--- src/rtl/seg7_scan_driver.sv ---
// seg7_scan_driver
//   Eight-digit time-multiplexed 7-segment driver. The block samples the slow
//   scan_clk_i square wave in the clk domain and advances one digit per rising
//   edge. Loaded values wait in a pending buffer and are copied into the
//   display buffer only at the frame wrap (idx 7 -> 0), so a frame never shows
//   a mix of old and new data.
//
//   Optional feature, enabled by defining SEG7_LEADING_ZERO_BLANK_EN: enabled
//   digits above the most-significant nonzero nibble are blanked. Digit 0 is
//   always shown.
//
// Parameters
//   AN_ACTIVE_LOW   1: seg_an_o is active-low, 0: active-high
//   SEG_ACTIVE_LOW  1: seg_o is active-low,    0: active-high
//
// Ports
//   clk, rst_n       system clock; asynchronous active-low reset
//   scan_clk_i       scan-rate square wave, asynchronous to clk
//   data_i[31:0]     nibble k drives digit k (digit 0 is rightmost)
//   dp_i[7:0]        decimal point per digit, 1 = lit
//   digit_en_i[7:0]  per-digit enable, 1 = shown
//   load_i           strobe that captures data/dp/en into the pending buffer
//   pending_o        a loaded value is waiting for the next frame wrap
//   frame_o          one-cycle pulse on every frame wrap
//   seg_an_o[7:0]    digit select, bit k = digit k
//   seg_o[7:0]       segments {dp,g,f,e,d,c,b,a}
module seg7_scan_driver #(
  parameter bit AN_ACTIVE_LOW  = 1'b1,
  parameter bit SEG_ACTIVE_LOW = 1'b1
) (
  input  logic        clk,
  input  logic        rst_n,
  input  logic        scan_clk_i,
  input  logic [31:0] data_i,
  input  logic [7:0]  dp_i,
  input  logic [7:0]  digit_en_i,
  input  logic        load_i,
  output logic        pending_o,
  output logic        frame_o,
  output logic [7:0]  seg_an_o,
  output logic [7:0]  seg_o
);

  localparam logic [7:0] AN_OFF  = {8{AN_ACTIVE_LOW}};
  localparam logic [7:0] SEG_OFF = {8{SEG_ACTIVE_LOW}};

  logic        r_s1, r_s2, r_s3;
  logic [2:0]  r_idx;
  logic [31:0] r_pend_data, r_disp_data;
  logic [7:0]  r_pend_dp,   r_disp_dp;
  logic [7:0]  r_pend_en,   r_disp_en;
  logic        r_pending;
  logic        r_frame;
  logic [7:0]  r_an, r_seg;

  logic        w_tick, w_wrap, w_show;
  logic [3:0]  w_nib;
  logic [2:0]  w_msd;
  logic [7:0]  w_an_act, w_seg_act;

  function automatic logic [6:0] hex7(input logic [3:0] n);
    case (n)
      4'h0: hex7 = 7'h3F;  4'h1: hex7 = 7'h06;
      4'h2: hex7 = 7'h5B;  4'h3: hex7 = 7'h4F;
      4'h4: hex7 = 7'h66;  4'h5: hex7 = 7'h6D;
      4'h6: hex7 = 7'h7D;  4'h7: hex7 = 7'h07;
      4'h8: hex7 = 7'h7F;  4'h9: hex7 = 7'h6F;
      4'hA: hex7 = 7'h77;  4'hB: hex7 = 7'h7C;
      4'hC: hex7 = 7'h39;  4'hD: hex7 = 7'h5E;
      4'hE: hex7 = 7'h79;  default: hex7 = 7'h71;
    endcase
  endfunction

  // s1/s2 synchronize; s3 is the history that turns the level into a
  // single-cycle rising-edge tick.
  assign w_tick = r_s2 & ~r_s3;
  assign w_wrap = w_tick & (r_idx == 3'd7);

  always_comb begin
    w_msd     = 3'd0;
    w_nib     = r_disp_data[r_idx*4 +: 4];
    w_show    = r_disp_en[r_idx];
`ifdef SEG7_LEADING_ZERO_BLANK_EN
    for (int k = 1; k < 8; k++)
      if (r_disp_data[k*4 +: 4] != 4'd0) w_msd = k[2:0];
    if (r_idx > w_msd) w_show = 1'b0;
`endif
    w_an_act  = w_show ? (8'd1 << r_idx) : 8'd0;
    w_seg_act = w_show ? {r_disp_dp[r_idx], hex7(w_nib)} : 8'd0;
  end

  always_ff @(posedge clk or negedge rst_n) begin
    if (!rst_n) begin
      r_s1        <= 1'b0;
      r_s2        <= 1'b0;
      r_s3        <= 1'b0;
      r_idx       <= 3'd0;
      r_pend_data <= 32'd0;
      r_pend_dp   <= 8'd0;
      r_disp_data <= 32'd0;
      r_disp_dp   <= 8'd0;
      // Enables come out of reset all-on so an unloaded display scans "0"
      // in every slot instead of staying dark.
      r_pend_en   <= 8'hFF;
      r_disp_en   <= 8'hFF;
      r_pending   <= 1'b0;
      r_frame     <= 1'b0;
      r_an        <= AN_OFF;
      r_seg       <= SEG_OFF;
    end else begin
      r_s1    <= scan_clk_i;
      r_s2    <= r_s1;
      r_s3    <= r_s2;
      r_frame <= w_wrap;
      if (w_tick) r_idx <= r_idx + 3'd1;
      // Commit reads the old pending contents even if a load lands on the
      // same cycle; that load then stays pending for the next wrap.
      if (w_wrap && r_pending) begin
        r_disp_data <= r_pend_data;
        r_disp_dp   <= r_pend_dp;
        r_disp_en   <= r_pend_en;
      end
      if (load_i) begin
        r_pend_data <= data_i;
        r_pend_dp   <= dp_i;
        r_pend_en   <= digit_en_i;
        r_pending   <= 1'b1;
      end else if (w_wrap) begin
        r_pending   <= 1'b0;
      end
      r_an  <= w_an_act  ^ AN_OFF;
      r_seg <= w_seg_act ^ SEG_OFF;
    end
  end

  assign pending_o = r_pending;
  assign frame_o   = r_frame;
  assign seg_an_o  = r_an;
  assign seg_o     = r_seg;

endmodule

--- config.mk ---
export PLATFORM = sky130hd
export DESIGN_NAME = seg7_scan_driver
export DESIGN_NICKNAME = d
export VERILOG_FILES = /design/src/rtl/seg7_scan_driver.sv
export SDC_FILE = /design/constraint.sdc
export NUM_CORES = 1
export LEC_CHECK = 0
export ABC_AREA = 1
export CAP_MARGIN = 30
export CORE_MARGIN = 2
export CORE_UTILIZATION = 55
export CTS_CLUSTER_DIAMETER = 30
export DETAILED_ROUTE_END_ITERATION = 16
export PLACE_DENSITY = 0.8
export REMOVE_ABC_BUFFERS = 1
export SLEW_MARGIN = 15
export SYNTH_ARGS = -nofsm -noshare
export SYNTH_HDL_FRONTEND = slang
export SYNTH_SLANG_ARGS = --single-unit
--- constraint.sdc ---
create_clock -name clk -period 2.5 [get_ports clk]
set_clock_uncertainty 0.15 [all_clocks]
set_input_delay 0.375 -clock clk [delete_from_list [all_inputs] [get_ports clk]]
set_output_delay 0.375 -clock clk [all_outputs]
set_load 0.05 [all_outputs]
Word-level counts from Yosys, hierarchy flattened
Memories as Yosys holds them, arrays and structs flattened.
Cells that the tools add are included.
{"block": "classes", "mux": 8, "bitwise": 5, "addsub": 1, "magnitude_cmp": 1, "shift": 2, "n_eq_ne": 1, "n_reduce_logical": 2}
{"op": "variable part select 32 x 6 -> 4 bit", "count": 1}
{"op": "2-to-1 mux 8 bit", "count": 2}
{"op": "inverter 8 bit", "count": 2}
{"op": "<< shifter 1 x 3 -> 8 bit, first input constant", "count": 1}
{"op": "binary-select mux 1 bit (select 3 bit)", "count": 2}
{"op": "less-than comparator 3 x 4 -> 1 bit, second input constant", "count": 1}
{"op": "2-to-1 mux 1 bit", "count": 4}
{"op": "adder 3 x 1 -> 3 bit, second input constant", "count": 1}
{"op": "== test 3 bit, second input constant", "count": 1}
{"op": "AND 1 bit", "count": 2}
{"op": "nonzero test 2 bit", "count": 1}
{"op": "logical AND 1 bit", "count": 1}
{"op": "inverter 1 bit", "count": 1}
{"block": "word_totals", "in_bits": 52, "output_inout_bits": 18, "mem_bits_ro": 112, "mem_count": 1, "register_bits": 120, "wordCells": 35}
{"name": "(name not given)", "words": 16, "word_bits": 7, "rd": 1, "rd_clocked_by_memory_dff": 0, "write_ports": 0, "line_no": "62", "source": "case (n)"}

Longest topological paths before layout
Gate-level depths: netlist of run 1.
{"block": "logic_depth", "ltp_word": 5, "depth_mapped": 14, "ltp_nobuf": 12}

Worst setup path before layout of run 1
OpenSTA, ideal clock, no wires.
{"block": "synth_timing", "kind": "register to register", "start": "reg r_idx[0]", "end": "reg r_seg[1] (netlist: seg_o[1])", "n_path_buf": 2, "required_time_ns": 2.273, "slack_ns": 0.655, "setup_ns": 0.077, "path_stages_with_launch": 14, "arrival_time_ns": 1.618, "synth_period_minus_slack_ns": 1.845, "cell_sequence": "dfrtp_1 -> buf_6 -> buf_4 -> nand2_1 -> nand3_1 -> nand2_1 -> nand2_1 -> nand2_2 -> inv_1 -> ha_1 -> nand3_1 -> nor2_1 -> nor2_1 -> nand2_1"}
{"block": "synth_via", "elab_chain_cells": 4, "elab_cells_between_ends": 6, "classes_between": "shift: 1; mux: 3; bitwise: 1; memory: 1"}
{"item": "from (decl)", "line_no": "48", "source": "logic [2:0] r_idx;"}
{"item": "from (signal assigned)", "line_no": "115", "source": "if (w_tick) r_idx <= r_idx + 3'd1;"}
{"item": "variable part select 32 x 6 -> 4 bit / binary-select mux 1 bit (select 3 bit) (equally long branches)", "line_no": "81, 82"}
{"item": "memory read (16 x 7 bit) / 2-to-1 mux 1 bit (equally long branches)"}
{"item": "2-to-1 mux 8 bit (*)", "line_no": "89", "source": "w_seg_act = w_show ? {r_disp_dp[r_idx], hex7(w_nib)} : 8'd0;"}
{"item": "inverter 8 bit (no source line) (*)"}
{"item": "to (signal assigned)", "line_no": "132", "source": "r_seg <= w_seg_act ^ SEG_OFF;"}
{"item": "to (decl)", "line_no": "54", "source": "logic [7:0] r_an, r_seg;"}
Mark *: on every way between the ends. The rest lies on a longest branch, timed or not. The select of a mux whose other input is x is not followed.
A chain may end at the register's enable or synchronous reset.

Worst setup path in the final report of run 1
{"block": "layout_timing", "start": "reg r_seg[4] (netlist: seg_o[4])", "end": "out seg_o[4]"}
{"item": "to (decl)", "line_no": "41", "source": "output logic [7:0] seg_o"}
No word-level cell between the ends.

==> impl_metrics.csv, run 1 <==
group,metric,value,unit
status,status,"completed",
sta,final_max_slew_viol_count,0,
clock_tree,clock_latency,0.52,ns
global_routing,grt_pass1_wl,18500,µm
worst_setup_path,max_stage_delay,0.80,ns
worst_setup_path,crit_family,"buffers and inverters",
sta,finalHoldViolations,0,
pwr,power.density,1270,nW/µm²
worst_setup_path,critPathKind,"reg -> out",
pwr,p_leak,0.00319,µW
synth,netlist_area,5310,µm²
job,drv_cap,0,
routing,vias_per_cell,5.09,
hold_path,hold_class,"in -> reg",
sta,max_freq,425,MHz
cells_and_area,n_antenna_cell,0,
place,dp_cells,762,
sta,period_minus_slack,2.35,ns
floorplanning,pin_count,70,
routing,drt_iter0_drc,265,
worst_setup_path,crit_chain,"clkdlybuf4s50_1",
sta,period_share,94.1,%
cells_and_area,fin_cells,795,
sta,whs,0.152,ns
place,dp_slack,0.462,ns
pwr,vdd_drop_max,0.699,mV
routing,finalWirelength,11000,µm
worst_setup_path,cp.required,1.98,ns
cells_and_area,drive_gt1_share,14.7,%
floorplanning,placementRows,35,
clock_tree,cts_buffer_depth,2,
routing,first_pass_iters,5,
worst_setup_path,cp.arrival,1.83,ns
sta,setup_slack,0.146,ns
worst_setup_path,path_max_fanout,1,
routing,antenna_left,0,
sta,max_slew_margin,58.2,%
worst_setup_path,r2r_slack,0.35,ns
routing,vias,4048,
sta,worst_pin_slew,0.628,ns
worst_setup_path,reg2reg_depth,11,
floorplanning,core-area,9280,µm²
clock_tree,htree_levels,4,
hold_path,hold_depth,1,
floorplanning,start_util,57.2,%
clock_tree,numCtsBuffers,17,
worst_setup_path,cp.depth,1,
synth,yosysWarnings,0,
worst_setup_path,crit_slowest_cell,"clkdlybuf4s50_1",
worst_setup_path,worst-path-buf-inv,1,
routing,post-route-drc-count,0,
synth,syn_avg_cell_area,9.07,µm²
clock_tree,root_buffer,"clkbuf_8",
synth,synth_cells,585,
routing,wl_per_cell,13.9,µm
place,globalplace.congestion,0.834,
clock_tree,postCtsSetupBuffers,0,
clock_tree,cts_tree,"yes",
cells_and_area,syn_to_final_growth,26.4,%
cells_and_area,final_util,72.3,%
global_routing,grt_usage,23.3,%
sta,rsz0062_at_grt,"false",
sta,setup_viol,0,
global_routing,grt_pass1_vias,3936,
global_routing,grt-ovfl-total,0,
worst_setup_path,start_kind,"flip-flop",
synth,ys_seq_area_share,57.3,%
synth,ys_ff_latch,120,
global_routing,antenna_found_initial,0,
synth,synth_cell_types,30,
pwr,p_total,8540,µW
clock_tree,cts_sinks,120,
place,place_hpwl,7050,µm
global_routing,grt_max_degree,121,
floorplanning,die_w,102,µm
clock_tree,path_clk_slew,0.05,ns
floorplanning,die_h,102,µm
place,port_buffers,69,
floorplanning,die_area,10500,µm²
worst_setup_path,cp-end-kind,"primary output",
cells_and_area,fin_nets,717,
[metrics by stage]
step,area [µm²],TNS (ns)
detailed placement,6060,0
floorplan,5110,-32.52
global placement,6060,0
CTS,6710,0
global route,6710,0
finish,6710,0
[flip-flops by register name (all words and copies together), names as in the netlist]
name and cells:
r_s2 1, seg_an_o 8, r_disp_data 32, r_idx 3, r_disp_en 8, r_s3 1
r_pend_en 8, r_pend_dp 8, seg_o 8, r_s1 1, pending_o 1, frame_o 1
r_pend_data 32, r_disp_dp 8
[what timing repair did]
| action | CTS | global route |
|---|---|---|
| endpoints found under the setup margin | 0 | 0 |
| hold buffers | 1 | 0 |
| endpoints found under the hold margin | 88 | 0 |
| gates resized for setup | 0 | 0 |
[cells in the final DEF (no fill, tap or decap), types with 3 or more instances in the layout]
master             n
nand2_2            6
clkdlybuf4s50_1   67
nand2_1          155
dfrtp_1           88
dfstp_2           32
o21ai_0           97
buf_12             3
buf_4              6
nand2_4            3
nand3_1           39
nor2_1            15
bufinv_16          4
inv_1             79
clkbuf_16         16
ha_1              12
nand3_2            4
clkbuf_8           7
o21ai_1            7
inv_2              3
[cells in the mapped netlist, drive strengths merged]
| cell | count | area share, % |
|---|---|---|
| nor3b | 1 | 0.35 |
| xor2 | 1 | 0.17 |
| nand3b | 1 | 0.14 |
| nor2 | 17 | 1.3 |
| ha | 12 | 2.8 |
| dfrtp | 88 | 41 |
| dfstp | 32 | 16 |
| o22ai | 2 | 0.24 |
| buf | 15 | 2.7 |
| nand2 | 164 | 12 |
| o21bai | 1 | 0.14 |
| clkbuf | 14 | 0.99 |
| inv | 84 | 6.1 |
| nand3 | 45 | 5.1 |
| o21ai | 106 | 10 |
| a21oi | 2 | 0.26 |
[final cells by class]
cell class	instances	area (µm²)
repair buffers	78	791
clock inverters	7	138
flip-flops and latches	120	3040
multi-input cells	352	1750
well taps	129	161
fillers	702	2570
inverters	84	323
clock buffers	25	504
[logic make-up after synthesis]
kind of cell | share of synthesized area [%]
compound gates | 10.8
xor+xnor | 0.165
fa+ha+maj | 2.83
buf+inv | 9.76
flops | 57.3
simple gates | 19.1
[path summary, 6_finish.rpt]
kind | end | from
max in group asynchronous | pending_o | rst_n
worst max-delay path | seg_o[4] | seg_o[4]
worst min register to register | r_s3 | r_s2
worst max register to register | seg_o[1] | r_idx[1]
min in group asynchronous | r_pend_data[13] | rst_n
worst min-delay path | r_s1 | scan_clk_i
[per-layer routing]
layer | up-vias | track usage [%] | part of all wire (%)
li1 | 1965 | - | -
met1 | 1948 | 29.0 | 42
met2 | 117 | 39.8 | 53
met3 | 18 | 5.61 | 4.2
met4 | 0 | 8.31 | 1.1
met5 | - | 0 | 0
[power by group]
group	total [µW]	leakage, µW	internal (µW)	switching (µW)
registers	2880	0.00143	2560	315
clock network	2600	0.000314	1780	825
logic	3060	0.00145	1070	1990
Power figures use the tool's default switching activity.
==> run 2, diff against run 1 <==
Settings changed: CORE_ASPECT_RATIO from default to 0.6, SKIP_LAST_GASP from default to 1.
==> impl_metrics.csv, run 2 (synthesis results as in run 1) <==
group,metric,value,unit
sta,setup_slack,0.222,ns
clock_tree,cts_buffer_depth,2,
pwr,p_leak,0.00315,µW
clock_tree,cts_tree,"yes",
place,dp_cells,765,
global_routing,grt_usage,23.1,%
routing,vias,3983,
worst_setup_path,cp.required,1.98,ns
sta,max_slew_margin,66.6,%
sta,finalHoldViolations,0,
global_routing,grt_max_degree,98,
cells_and_area,fin_cells,798,
worst_setup_path,start_kind,"flip-flop",
job,drv_cap,0,
clock_tree,cts_hold_buf,1,
worst_setup_path,worst-path-buf-inv,1,
sta,final_max_slew_viol_count,0,
global_routing,antenna_found_initial,0,
pwr,vdd_drop_max,0.781,mV
floorplanning,placementRows,27,
cells_and_area,largestRegisters,"r_disp_data (32), r_pend_data (32)",
routing,first_pass_iters,5,
worst_setup_path,cp-end-kind,"primary output",
clock_tree,postCtsSetupBuffers,0,
sta,period_share,91.1,%
floorplanning,pin_count,70,
sta,max_freq,439,MHz
place,place_area,6060,µm²
routing,finalWirelength,10800,µm
worst_setup_path,crit_slowest_cell,"clkdlybuf4s50_1",
floorplanning,core-area,9290,µm²
routing,antenna_left,0,
sta,period_minus_slack,2.28,ns
clock_tree,htree_levels,4,
worst_setup_path,crit_chain,"clkdlybuf4s50_1",
cells_and_area,layout_common_cells,"nand2_1 (155), o21ai_0 (97), dfrtp_1 (88)",
worst_setup_path,path_max_fanout,1,
clock_tree,clock_latency,0.41,ns
routing,post-route-drc-count,0,
cells_and_area,n_antenna_cell,0,
clock_tree,cts_sinks,120,
floorplanning,die_w,131,µm
hold_path,hold_class,"reg -> reg",
sta,finalSetupTns,0,ns
place,port_buffers,69,
global_routing,grt-ovfl-total,0,
place,place_hpwl,7220,µm
cells_and_area,final_common_cell,"nand2_1",
routing,wl_per_cell,13.6,µm
place,globalplace.congestion,0.835,
clock_tree,path_clk_slew,0.05,ns
cells_and_area,fin_nets,719,
floorplanning,die_h,80.1,µm
cells_and_area,syn_to_final_growth,24.8,%
clock_tree,root_buffer,"clkbuf_16",
status,status,"completed",
cells_and_area,final_area,6620,µm²
clock_tree,cts_resized,0,
global_routing,grt_pass1_vias,3884,
sta,setup_viol,0,
worst_setup_path,crit_family,"buffers and inverters",
pwr,p_total,8200,µW
worst_setup_path,critPathKind,"reg -> out",
worst_setup_path,cp.arrival,1.75,ns
routing,drt_iter0_drc,290,
clock_tree,numCtsBuffers,17,
pwr,power.density,1240,nW/µm²
worst_setup_path,max_stage_delay,0.80,ns
routing,vias_per_cell,4.99,
sta,worst_pin_slew,0.500,ns
global_routing,grt_pass1_wl,18300,µm
floorplanning,start_util,57.1,%
place,dp_slack,0.443,ns
floorplanning,die_area,10500,µm²
sta,rsz0062_at_grt,"false",
cells_and_area,drive_gt1_share,14.2,%
==> run 2: changes by cell type in the layout (fill, tap and decap cells not counted) <==
cell and delta:
clkbuf_8 -3, clkinv_2 +1, clkinvlp_4 -1, bufinv_16 -3, clkbuf_16 +1, buf_4 +3, buf_12 -1, clkbuf_1 +5
==> run 2: worst paths after layout <==
path | end | startpoint | cells past startpoint | slack [ns]
hold reg to reg | r_s2 | r_s1 | 0 | 0.20
max in group asynchronous | seg_o[1] | rst_n | 3 | 1.20
setup reg to reg | r_disp_en[6] | r_idx[0] | 8 | 0.37
min in group asynchronous | r_pend_data[9] | rst_n | 2 | 0.26
setup / recovery | seg_o[0] | seg_o[0] | 1 | 0.22
hold / removal | r_s2 | r_s1 | 0 | 0.20
==> run 2: routing by layer <==
metal | vias to the layer above | part of all wire (%) | global-route usage (%)
met4 | 0 | 1.4 | 7.77
met2 | 122 | 45 | 36.9
met3 | 22 | 5.4 | 6.26
met5 | - | 0 | 0
met1 | 1866 | 48 | 30.8
li1 | 1973 | - | -
==> run 2: area by class of cell <==
class / instances / area (µm²)
timing repair buffer: 80 / 793
fill: 668 / 2670
clock buffer: 28 / 507
multi-input combinational: 352 / 1750
clock inverter: 4 / 45.0
tap: 130 / 163
inverter: 84 / 323
sequential: 120 / 3040
==> run 2: report_power, final <==
group          internal, µW  switching [µW]  total [µW]
Combinational          1080            2010        3090
Sequential             2560             290        2850
Clock                  1470             795        2260
==> run 2: through the flow <==
step,util [%],hold WS (ns)
2_1_floorplan,-,-0.0706
3_5_place_dp,65.2,0.145
6_report,71.3,0.201
3_3_place_gp,65.2,0.140
5_1_grt,71.3,0.212
4_1_cts,71.3,0.205
==> run 3, diff against run 2 <==
Settings changed: CAP_MARGIN 30 to default.
==> results of run 3 <==
Final layout, timing and power as in run 2 (identical DEF).
